**config.mk**
```make
export PLATFORM = sky130hd
export DESIGN_NAME = multicycle_control_unit_flat
export DESIGN_NICKNAME = d
export VERILOG_FILES = /design/src/rtl/multicycle_control_unit_if.sv /design/src/rtl/multicycle_control_unit.sv /design/src/flat_wrapper.sv
export SDC_FILE = /design/constraint.sdc
export NUM_CORES = 1
export LEC_CHECK = 0
export ABC_AREA = 1
export CAP_MARGIN = 10
export CORE_MARGIN = 4
export CORE_UTILIZATION = 28
export CTS_CLUSTER_SIZE = 8
export DETAILED_ROUTE_END_ITERATION = 8
export GPL_TIMING_DRIVEN = 0
export PLACE_DENSITY = 0.61
export RECOVER_POWER = 25
export SYNTH_ARGS = -nofsm -noshare
export SYNTH_HDL_FRONTEND = slang
export SYNTH_SLANG_ARGS = --single-unit
```
**constraint.sdc**
```tcl
create_clock -name clk -period 3.2 [get_ports clk]
set_clock_uncertainty 0.2 [all_clocks]
set_input_delay 0.48 -clock clk [delete_from_list [all_inputs] [get_ports clk]]
set_output_delay 0.48 -clock clk [all_outputs]
set_load 0.005 [all_outputs]
```
**src/rtl/multicycle_control_unit_if.sv**
```systemverilog
// Control/datapath bundle for the multi-cycle RV32I control unit.
// Master = control unit (drives selects/enables), slave = datapath/memory side.
// Pure wiring, no state.
interface multicycle_control_unit_if #(
    parameter int ALUCTRL_W = 4,
    parameter int IMMSRC_W  = 3
);
    // datapath -> control
    logic [6:0]           op;
    logic [2:0]           funct3;
    logic                 funct7_5;
    logic                 zero;
    logic                 lt;
    logic                 ltu;
    logic                 mem_ready;
    // control -> datapath
    logic                 mem_req;
    logic                 mem_write;
    logic                 adr_src;
    logic                 ir_write;
    logic                 pc_write;
    logic                 pc_clr_lsb;
    logic                 reg_write;
    logic [1:0]           alu_src_a;
    logic [1:0]           alu_src_b;
    logic [1:0]           result_src;
    logic [IMMSRC_W-1:0]  imm_src;
    logic [ALUCTRL_W-1:0] alu_control;
    logic                 illegal;
    logic [3:0]           state_dbg;

    modport master (
        input  op, funct3, funct7_5, zero, lt, ltu, mem_ready,
        output mem_req, mem_write, adr_src, ir_write, pc_write, pc_clr_lsb,
               reg_write, alu_src_a, alu_src_b, result_src, imm_src,
               alu_control, illegal, state_dbg
    );

    modport slave (
        output op, funct3, funct7_5, zero, lt, ltu, mem_ready,
        input  mem_req, mem_write, adr_src, ir_write, pc_write, pc_clr_lsb,
               reg_write, alu_src_a, alu_src_b, result_src, imm_src,
               alu_control, illegal, state_dbg
    );
endinterface

```
**src/rtl/multicycle_control_unit.sv**
```systemverilog
// Multi-cycle RV32I control FSM (fetch/decode/execute/memory/writeback); UPPER_IMM_EN adds LUI/AUIPC.
// Latency: 3-5 states per instruction plus memory wait cycles; outputs decoded from current state.
// Backpressure: holds in FETCH/MEMREAD/MEMWRITE until mem_ready; optional MEM_TIMEOUT traps to ILLEGAL.
module multicycle_control_unit #(
    parameter int ALUCTRL_W   = 4,
    parameter int IMMSRC_W    = 3,
    parameter int MEM_TIMEOUT = 0
) (
    input  logic                      clk,
    input  logic                      rst_n,
    multicycle_control_unit_if.master cu
);
    typedef enum logic [3:0] {
        S_FETCH    = 4'd0,  S_DECODE   = 4'd1,  S_MEMADR   = 4'd2,  S_MEMREAD  = 4'd3,
        S_MEMWB    = 4'd4,  S_MEMWRITE = 4'd5,  S_EXEC_R   = 4'd6,  S_EXEC_I   = 4'd7,
        S_ALUWB    = 4'd8,  S_BRANCH   = 4'd9,  S_JAL      = 4'd10, S_JALR_ADR = 4'd11,
        S_JALR_PC  = 4'd12, S_EXEC_U   = 4'd13, S_ILLEGAL  = 4'd14
    } state_t;

    localparam logic [6:0] OP_LOAD  = 7'b0000011, OP_STORE = 7'b0100011, OP_R    = 7'b0110011,
                           OP_I     = 7'b0010011, OP_BR    = 7'b1100011, OP_JAL  = 7'b1101111,
                           OP_JALR  = 7'b1100111, OP_LUI   = 7'b0110111, OP_AUIPC = 7'b0010111;
    localparam logic [3:0] ALU_ADD = 4'd0, ALU_SUB = 4'd1, ALU_AND = 4'd2, ALU_OR = 4'd3,
                           ALU_XOR = 4'd4, ALU_SLT = 4'd5, ALU_SLTU = 4'd6, ALU_SLL = 4'd7,
                           ALU_SRL = 4'd8, ALU_SRA = 4'd9, ALU_PASSB = 4'd10;
    localparam logic [2:0] IMM_I = 3'd0, IMM_S = 3'd1, IMM_B = 3'd2, IMM_U = 3'd4;

    localparam int CNT_W   = (MEM_TIMEOUT > 0) ? $clog2(MEM_TIMEOUT + 1) : 1;
    localparam int CNT_LIM = (MEM_TIMEOUT > 0) ? MEM_TIMEOUT - 1 : 0;

    state_t           state_q, state_d;
    logic [CNT_W-1:0] cnt_q, cnt_d;
    logic             illegal_q;
    logic             taken, br_ok, mem_wait, timeout;
    logic [3:0]       alu_d;
    logic [2:0]       imm_d;
    logic             mem_req_d, mem_write_d, ir_write_d, pc_write_d, reg_write_d;

    // funct7_5 picks SUB for 000 and SRA for 101; caller masks it for I-type.
    function automatic logic [3:0] alu_dec(input logic [2:0] f3, input logic alt);
        case (f3)
            3'b000:  alu_dec = alt ? ALU_SUB : ALU_ADD;
            3'b001:  alu_dec = ALU_SLL;
            3'b010:  alu_dec = ALU_SLT;
            3'b011:  alu_dec = ALU_SLTU;
            3'b100:  alu_dec = ALU_XOR;
            3'b101:  alu_dec = alt ? ALU_SRA : ALU_SRL;
            3'b110:  alu_dec = ALU_OR;
            default: alu_dec = ALU_AND;
        endcase
    endfunction

    // Branch condition from ALU flags; 010/011 are not valid branch encodings.
    always_comb begin
        taken = 1'b0;
        br_ok = 1'b1;
        case (cu.funct3)
            3'b000:  taken = cu.zero;
            3'b001:  taken = ~cu.zero;
            3'b100:  taken = cu.lt;
            3'b101:  taken = ~cu.lt;
            3'b110:  taken = cu.ltu;
            3'b111:  taken = ~cu.ltu;
            default: br_ok = 1'b0;
        endcase
    end

    // Moore output decode from state and IR fields.
    always_comb begin
        mem_req_d     = 1'b0;
        mem_write_d   = 1'b0;
        ir_write_d    = 1'b0;
        pc_write_d    = 1'b0;
        reg_write_d   = 1'b0;
        cu.adr_src    = 1'b0;
        cu.pc_clr_lsb = 1'b0;
        cu.alu_src_a  = 2'b00;
        cu.alu_src_b  = 2'b00;
        cu.result_src = 2'b00;
        imm_d         = IMM_I;
        alu_d         = ALU_ADD;
        case (state_q)
            S_FETCH: begin
                mem_req_d     = 1'b1;
                cu.alu_src_b  = 2'b10;
                cu.result_src = 2'b10;
                if (cu.mem_ready) begin
                    ir_write_d = 1'b1;
                    pc_write_d = 1'b1;
                end
            end
            S_DECODE: begin
                cu.alu_src_a = 2'b01;
                cu.alu_src_b = 2'b01;
                imm_d        = IMM_B;
            end
            S_MEMADR: begin
                cu.alu_src_a = 2'b10;
                cu.alu_src_b = 2'b01;
                imm_d        = cu.op[5] ? IMM_S : IMM_I;
            end
            S_MEMREAD: begin
                mem_req_d  = 1'b1;
                cu.adr_src = 1'b1;
            end
            S_MEMWB: begin
                cu.result_src = 2'b01;
                reg_write_d   = 1'b1;
            end
            S_MEMWRITE: begin
                mem_req_d   = 1'b1;
                mem_write_d = 1'b1;
                cu.adr_src  = 1'b1;
            end
            S_EXEC_R: begin
                cu.alu_src_a = 2'b10;
                alu_d        = alu_dec(cu.funct3, cu.funct7_5);
            end
            S_EXEC_I: begin
                cu.alu_src_a = 2'b10;
                cu.alu_src_b = 2'b01;
                alu_d        = alu_dec(cu.funct3, cu.funct7_5 & (cu.funct3 == 3'b101));
            end
            S_ALUWB: begin
                // ALU keeps computing OldPC+4, the link value of JAL/JALR.
                reg_write_d  = 1'b1;
                cu.alu_src_a = 2'b01;
                cu.alu_src_b = 2'b10;
            end
            S_BRANCH: begin
                cu.alu_src_a = 2'b10;
                alu_d        = ALU_SUB;
                pc_write_d   = taken & br_ok;
            end
            S_JAL: begin
                pc_write_d   = 1'b1;
                cu.alu_src_a = 2'b01;
                cu.alu_src_b = 2'b10;
            end
            S_JALR_ADR: begin
                cu.alu_src_a = 2'b10;
                cu.alu_src_b = 2'b01;
            end
            S_JALR_PC: begin
                pc_write_d    = 1'b1;
                cu.pc_clr_lsb = 1'b1;
                cu.alu_src_a  = 2'b01;
                cu.alu_src_b  = 2'b10;
            end
`ifdef UPPER_IMM_EN
            S_EXEC_U: begin
                cu.alu_src_b = 2'b01;
                imm_d        = IMM_U;
                if (cu.op == OP_LUI) begin
                    alu_d = ALU_PASSB;
                end else begin
                    cu.alu_src_a = 2'b01;
                end
            end
`endif
            default: ;
        endcase
    end

    assign mem_wait = mem_req_d & ~cu.mem_ready;
    assign timeout  = (MEM_TIMEOUT > 0) && mem_wait && (cnt_q == CNT_W'(CNT_LIM));

    // Next-state and memory-wait counter; a timeout overrides any hold.
    always_comb begin
        state_d = state_q;
        case (state_q)
            S_FETCH:    if (cu.mem_ready) state_d = S_DECODE;
            S_DECODE: begin
                case (cu.op)
                    OP_LOAD, OP_STORE: state_d = S_MEMADR;
                    OP_R:              state_d = S_EXEC_R;
                    OP_I:              state_d = S_EXEC_I;
                    OP_BR:             state_d = S_BRANCH;
                    OP_JAL:            state_d = S_JAL;
                    OP_JALR:           state_d = S_JALR_ADR;
`ifdef UPPER_IMM_EN
                    OP_LUI, OP_AUIPC:  state_d = S_EXEC_U;
`endif
                    default:           state_d = S_ILLEGAL;
                endcase
            end
            S_MEMADR:   state_d = cu.op[5] ? S_MEMWRITE : S_MEMREAD;
            S_MEMREAD:  if (cu.mem_ready) state_d = S_MEMWB;
            S_MEMWRITE: if (cu.mem_ready) state_d = S_FETCH;
            S_MEMWB, S_ALUWB: state_d = S_FETCH;
            S_EXEC_R, S_EXEC_I, S_EXEC_U, S_JAL, S_JALR_PC: state_d = S_ALUWB;
            S_BRANCH:   state_d = br_ok ? S_FETCH : S_ILLEGAL;
            S_JALR_ADR: state_d = S_JALR_PC;
            S_ILLEGAL:  state_d = S_ILLEGAL;
            default:    state_d = S_FETCH;
        endcase
        if (timeout) state_d = S_ILLEGAL;

        if ((state_d != state_q) || cu.mem_ready || (MEM_TIMEOUT == 0)) cnt_d = '0;
        else if (mem_wait)                                                cnt_d = cnt_q + 1'b1;
        else                                                              cnt_d = cnt_q;
    end

    // State, counter and sticky trap flag.
    always_ff @(posedge clk) begin
        if (!rst_n) begin
            state_q   <= S_FETCH;
            cnt_q     <= '0;
            illegal_q <= 1'b0;
        end else begin
            state_q   <= state_d;
            cnt_q     <= cnt_d;
            illegal_q <= illegal_q | (state_d == S_ILLEGAL);
        end
    end

    // Enables are suppressed while reset is held so an aborted instruction writes nothing.
    assign cu.mem_req     = mem_req_d   & rst_n;
    assign cu.mem_write   = mem_write_d & rst_n;
    assign cu.ir_write    = ir_write_d  & rst_n;
    assign cu.pc_write    = pc_write_d  & rst_n;
    assign cu.reg_write   = reg_write_d & rst_n;
    assign cu.imm_src     = IMMSRC_W'(imm_d);
    assign cu.alu_control = ALUCTRL_W'(alu_d);
    assign cu.illegal     = illegal_q;
    assign cu.state_dbg   = state_q;
endmodule

```
**src/flat_wrapper.sv**
```systemverilog
// flat-port wrapper written by rule: the top's interface ports become plain ports
module multicycle_control_unit_flat 
#(
    parameter int ALUCTRL_W   = 4,
    parameter int IMMSRC_W    = 3,
    parameter int MEM_TIMEOUT = 0
)
  (clk, rst_n, cu_op, cu_funct3, cu_funct7_5, cu_zero, cu_lt, cu_ltu, cu_mem_ready, cu_mem_req, cu_mem_write, cu_adr_src, cu_ir_write, cu_pc_write, cu_pc_clr_lsb, cu_reg_write, cu_alu_src_a, cu_alu_src_b, cu_result_src, cu_imm_src, cu_alu_control, cu_illegal, cu_state_dbg);
  multicycle_control_unit_if #(.ALUCTRL_W(ALUCTRL_W), .IMMSRC_W(IMMSRC_W)) cu_i ();
  input  logic clk;
  input  logic rst_n;
  input wire logic [$bits(cu_i.op)-1:0] cu_op;
  input wire logic [$bits(cu_i.funct3)-1:0] cu_funct3;
  input wire logic [$bits(cu_i.funct7_5)-1:0] cu_funct7_5;
  input wire logic [$bits(cu_i.zero)-1:0] cu_zero;
  input wire logic [$bits(cu_i.lt)-1:0] cu_lt;
  input wire logic [$bits(cu_i.ltu)-1:0] cu_ltu;
  input wire logic [$bits(cu_i.mem_ready)-1:0] cu_mem_ready;
  output wire logic [$bits(cu_i.mem_req)-1:0] cu_mem_req;
  output wire logic [$bits(cu_i.mem_write)-1:0] cu_mem_write;
  output wire logic [$bits(cu_i.adr_src)-1:0] cu_adr_src;
  output wire logic [$bits(cu_i.ir_write)-1:0] cu_ir_write;
  output wire logic [$bits(cu_i.pc_write)-1:0] cu_pc_write;
  output wire logic [$bits(cu_i.pc_clr_lsb)-1:0] cu_pc_clr_lsb;
  output wire logic [$bits(cu_i.reg_write)-1:0] cu_reg_write;
  output wire logic [$bits(cu_i.alu_src_a)-1:0] cu_alu_src_a;
  output wire logic [$bits(cu_i.alu_src_b)-1:0] cu_alu_src_b;
  output wire logic [$bits(cu_i.result_src)-1:0] cu_result_src;
  output wire logic [$bits(cu_i.imm_src)-1:0] cu_imm_src;
  output wire logic [$bits(cu_i.alu_control)-1:0] cu_alu_control;
  output wire logic [$bits(cu_i.illegal)-1:0] cu_illegal;
  output wire logic [$bits(cu_i.state_dbg)-1:0] cu_state_dbg;
  assign cu_i.op = cu_op;
  assign cu_i.funct3 = cu_funct3;
  assign cu_i.funct7_5 = cu_funct7_5;
  assign cu_i.zero = cu_zero;
  assign cu_i.lt = cu_lt;
  assign cu_i.ltu = cu_ltu;
  assign cu_i.mem_ready = cu_mem_ready;
  assign cu_mem_req = cu_i.mem_req;
  assign cu_mem_write = cu_i.mem_write;
  assign cu_adr_src = cu_i.adr_src;
  assign cu_ir_write = cu_i.ir_write;
  assign cu_pc_write = cu_i.pc_write;
  assign cu_pc_clr_lsb = cu_i.pc_clr_lsb;
  assign cu_reg_write = cu_i.reg_write;
  assign cu_alu_src_a = cu_i.alu_src_a;
  assign cu_alu_src_b = cu_i.alu_src_b;
  assign cu_result_src = cu_i.result_src;
  assign cu_imm_src = cu_i.imm_src;
  assign cu_alu_control = cu_i.alu_control;
  assign cu_illegal = cu_i.illegal;
  assign cu_state_dbg = cu_i.state_dbg;
  multicycle_control_unit #(.ALUCTRL_W(ALUCTRL_W), .IMMSRC_W(IMMSRC_W), .MEM_TIMEOUT(MEM_TIMEOUT)) u_core (.clk(clk), .rst_n(rst_n), .cu(cu_i));
endmodule
```
* Word-level counts from Yosys, hierarchy flattened
Index checks and enable logic that the tools add are counted.
Word-level totals: register bits after elaboration 5, word-level logic and storage cells 84
Cells by class: equal/unequal tests 29, muxes and demuxes 29, bitwise logic cells 11, reduce and logical (&&, ||, !) cells 13
Operators with widths (count):
- 4-bit one-hot mux with 7 select lines | 2
- 4-bit one-hot mux with 9 select lines | 1
- 4-bit equality test, second input constant | 8
- 4-bit one-hot mux with 6 select lines | 1
- 7-bit equality test, second input constant | 3
- 4-bit by 3-bit equality test with 1-bit output, second input constant | 4
- 4-bit 2-to-1 mux | 4
- 7-bit by 6-bit equality test with 1-bit output, second input constant | 2
- 1-bit 2-to-1 mux | 13
- 3-bit equality test, second input constant | 4
- 2-bit one-hot mux with 2 select lines | 3
- 4-bit one-hot mux with 3 select lines | 1
- 4-bit OR reduction | 3
- 5-bit OR reduction | 2
- 4-bit by 2-bit equality test with 1-bit output, second input constant | 2
- 2-bit OR reduction | 4
- 1-bit bitwise AND | 7
- 7-bit by 2-bit equality test with 1-bit output, second input constant | 1
- 7-bit by 5-bit equality test with 1-bit output, second input constant | 1
- 3-bit by 2-bit equality test with 1-bit output, second input constant | 2
- 1-bit one-hot mux with 6 select lines | 1
- 3-bit one-hot mux with 2 select lines | 1
- 6-bit OR reduction | 1
- 4-bit by 1-bit equality test with 1-bit output, second input constant | 1
- other kinds (8) | 10

* Longest topological paths before layout
depth after elaboration 7, gate-level depth with buffers 12

* Worst setup path after synthesis
OpenSTA, ideal clock, no wires.
path type input to output, start input port cu_funct3[0], end output port cu_alu_control[0], arrival 1190 ps, path slack 1330 ps, stages on the path 6, buffers on the path 0, cell sequence inv_1 -> nand2_1 -> nor2_1 -> a31oi_1 -> o21a_1 -> o21ai_0
Between the ends: cells in the longest elaborated chain, start to end 5
RTL lines:
- start, declared | RTL line flat_wrapper.sv:13 | input wire logic [$bits(cu_i.funct3)-1:0] cu_funct3;
- 3-bit equality test | RTL line multicycle_control_unit.sv:41, multicycle_control_unit.sv:122
- 1-bit bitwise AND | RTL line multicycle_control_unit.sv:122 | alu_d = alu_dec(cu.funct3, cu.funct7_5 & (cu.funct3 == 3'b101));
- 1-bit 2-to-1 mux | RTL line multicycle_control_unit.sv:42, multicycle_control_unit.sv:47
- 4-bit one-hot mux with 7 select lines | RTL line multicycle_control_unit.sv:41 | case (f3)
- 4-bit one-hot mux with 3 select lines (*) | RTL line multicycle_control_unit.sv:82 | case (state_q)
- end, declared | RTL line flat_wrapper.sv:30 | output wire logic [$bits(cu_i.alu_control)-1:0] cu_alu_control;
Every way passes the cells marked *; elsewhere a longest branch is shown, timed or not.

* Worst setup path in the final report
start input port cu_funct3[2], end output port cu_pc_write
Between the ends: cells in the longest elaborated chain, start to end 6
RTL lines:
- 3-bit equality test (tied with other cells) | RTL line multicycle_control_unit.sv:57 | case (cu.funct3)
- 6-bit OR reduction (no line)
- 1-bit 2-to-1 mux | RTL line multicycle_control_unit.sv:57
- 1-bit bitwise AND (*) | RTL line multicycle_control_unit.sv:133 | pc_write_d = taken & br_ok;
- 1-bit one-hot mux with 3 select lines (*) | RTL line multicycle_control_unit.sv:82
- 1-bit bitwise AND (*) | RTL line multicycle_control_unit.sv:221 | assign cu.pc_write = pc_write_d & rst_n;
- end, declared | RTL line flat_wrapper.sv:23 | output wire logic [$bits(cu_i.pc_write)-1:0] cu_pc_write;
Marked as above.

==> impl_results.md <==
* Worst Hold Class: flip-flop to flip-flop
* Vias per cell at between 4 and 5
* CTS Buf Count at 3
* Final Max Slew Viols at 0
* Reg area at 100 sq um
* Floorplan core area at about 2500 sq um
* Synth Flop Type: dfxtp_1
* Worst-path maximum fanout at 5
* Final Hold Viols at 0
* Initial core utilization at 0.292
* VDD IR-drop max at 300 uV
* Largest family of logic cells by synthesized area: simple AND/OR/NAND/NOR gates
* Routed via count at 1,013
* Post-cts hold buffer count at 0
* Layout cell share with drive strength beyond 1 at 0.0677
* Yosys warning count at 0
* Reg2reg path depth at 11
* Largest cells by area after synthesis: nand2_1 22%, nor2_1 18%, dfxtp_1 14%, inv_1 12%, nand3_1 9.1%
* Initial antenna violation count at 0
* Leak at ~0.58 nW
* CP Capture Type: output port
* Synth Area in Compound Gates at 0.124
* Met1 Usage GRT at 0.157
* CTS Buffer Depth at 2
* Post-Route WL at 2.26 mm
* Register bit total from synthesis at 5
* Synth cell types at 22
* Synthesized area at 717 sq um
* Clock Sinks at 5
* Largest net degree at the start of global routing at 11
* Post-synthesis mux area share at 0
* Clk_lat worst skew at 250 ps
* DP HPWL at 1.97 mm
* DIE AREA at ~3400 sq um
* Nets at 210
* Sequential area share after synthesis at 0.140
* Fill cells at 264
* Crit Path Class: primary input to output port
* Adder-Cell Fraction of Synth Area at 0
* Async SR Flop Fraction at 0
* Ports at 42
* Number of max-cap violations at 0
* Fin crit share at 0.938
* FP Rows at 18
* Post-Synth Simple-Gate Area at 0.579
* Share of the synthesized area in the top cell type at 0.220
* Post-CTS Resized at 0
* Worst r2r src: u_core.cu.state_dbg[2]$_SDFF_PN0_
* CP required at 2520 ps
* Met3 Track Usage GR at 0.0132
* Setup TNS at 0 ps
* CTS H-tree depth at 1
* GR met2 Demand/Resource at 0.239
* Diode count at 0
* Number of global-route vias before repair at between 900 and 1k
* DRT antenna net count at 0
* Number of synthesized flops with an enable pin at 0
* GR peak layer: met2
* Routed WL per cell at 10.2 um
* DRC at 0
* Clock-pin slew on the worst setup and hold paths at approximately 40 ps
* DR iter-0 viols at 15
* Area of the multi-input gates at 508 sq um
* RR Endpoint: u_core.cu.illegal$_SDFF_PN0_
* Die X at 58.6 um
* Port Buf Inserts at 40
* Outcome: finished, final reports clean
* Tot GR Track Use at 0.130
* Max Clk Rate at 0.333 GHz
* Setup slack, reg-to-reg at 1530 ps
* Synth Area in XOR/XNOR at 0
* Final setup fails at 0
* Power Total at roughly 0.00054 W
* Root buffer cell: clkbuf_4
* Die height at 58.6 um
* Critical Path Source: cu_funct3[2]
* Area leader, netlist: nand2_1
* Worst setup SP type: primary input
* Worst Path Arrival at ~2300 ps
* Grt ovf at 0
* # Post-CTS Setup Buffers at 0
* Gpl congestion at 0.819
* Critical Path Sink: cu_pc_write
* Syn Area/Cell at 4.84 sq um
* Synthesized Nets at between 150 and 200
* PD cells at 460 nW/um^2
* Min Clock Period, post-route at 3000 ps
* Global-route wire length before repair at 3.62 mm
* Detailed Routing Iterations Pass 1 at 4
* Layout Area Growth over Synthesis at 64.7%
* CTS tree: yes
* RSZ-0062 raised after global routing: no
* Syn Inst Count at 148
==> state kept, by name, indices dropped and copies added (netlist names) <==
signal and cells:
u_core.cu.illegal 1, u_core.cu.state_dbg 4
==> routing by layer <==
metal / part of all wire / up-vias
li1: - / 552
met3: 0.067 / 0
met2: 0.48 / 35
met5: 0 / -
met4: 0 / 0
met1: 0.45 / 426
==> per-stage QoR <==
stage	instances	cell area [sq um]	utilization	hold slack, ps	setup WS, ps
after detailed placement	218	1150	0.470	268	176
after floorplan	148	717	-	263	1330
final	222	1180	0.481	272	197
after global placement	218	1150	0.470	258	212
after global routing	222	1180	0.481	330	24.8
after CTS	222	1180	0.481	285	176
==> cell usage in the layout (no fill, tap or decap) <==
cell and instances:
nor2_4 1, clkinv_1 1, o21ai_0 2, conb_1 1, o21ai_1 1, dfxtp_1 5, nand2_1 42, nor2_2 4
inv_2 4, buf_4 1, a31oi_1 2, clkbuf_4 3, o211ai_1 2, o31ai_1 1, nand4_1 1, o21a_1 1
a21oi_1 5, nor4_1 2, nor3_1 2, dlygate4sd3_1 4, inv_1 22, o22ai_1 1, nand3_1 13, clkbuf_1 1
nor2_1 34, clkdlybuf4s50_1 36
==> logic make-up after synthesis <==
family          count (synthesis)
compound gates                 15
flops                           5
buf+inv                        28
other cells                     1
simple gates                   99
==> critical path, stage by stage <==
cell and delay [ps]:
clkdlybuf4s50_1 540, inv_1 100, nor3_1 270, nand2_1 80, nand3_1 80, o21ai_0 70
a31oi_1 150, clkdlybuf4s50_1 540
==> Yosys cell counts, types with 2 or more instances <==
library cell and number:
inv_2 4, nor4_1 2, nand3_1 13, o211ai_1 2
inv_1 22, nor2_2 4, nor3_1 2, nor2_1 34
o21ai_0 2, a21oi_1 5, a31oi_1 2, nand2_1 42
dfxtp_1 5
==> final cells by class <==
type	instances	share of cell area
plain buffers	1	0.00636
clock buffers	4	0.0222
inverters	27	0.0858
multi-input cells	115	0.430
flip-flops and latches	5	0.0847
well taps	30	0.0318
repair buffers	40	0.339
==> report_power, final <==
part           switching, W   total, W  internal [W]
logic              0.000179   0.000369      0.000190
clock network     0.0000299  0.0000773     0.0000474
registers         0.0000216  0.0000970     0.0000755
total              0.000230   0.000543      0.000313
==> worst min-delay path by stage <==
| stage | from | endpoint | slack (ps) | cells after the start |
|---|---|---|---|---|
| after floorplan | u_core.cu.illegal$_SDFF_PN0_ | u_core.cu.illegal$_SDFF_PN0_ | 260 | 2 |
| after global placement | u_core.cu.illegal$_SDFF_PN0_ | u_core.cu.illegal$_SDFF_PN0_ | 260 | 2 |
| after detailed placement | u_core.cu.illegal$_SDFF_PN0_ | u_core.cu.illegal$_SDFF_PN0_ | 270 | 2 |
| after CTS | u_core.cu.illegal$_SDFF_PN0_ | u_core.cu.illegal$_SDFF_PN0_ | 280 | 2 |
| after global routing | u_core.cu.illegal$_SDFF_PN0_ | u_core.cu.illegal$_SDFF_PN0_ | 330 | 2 |
| final | u_core.cu.illegal$_SDFF_PN0_ | u_core.cu.illegal$_SDFF_PN0_ | 270 | 2 |
Power figures use the tool's default switching activity.
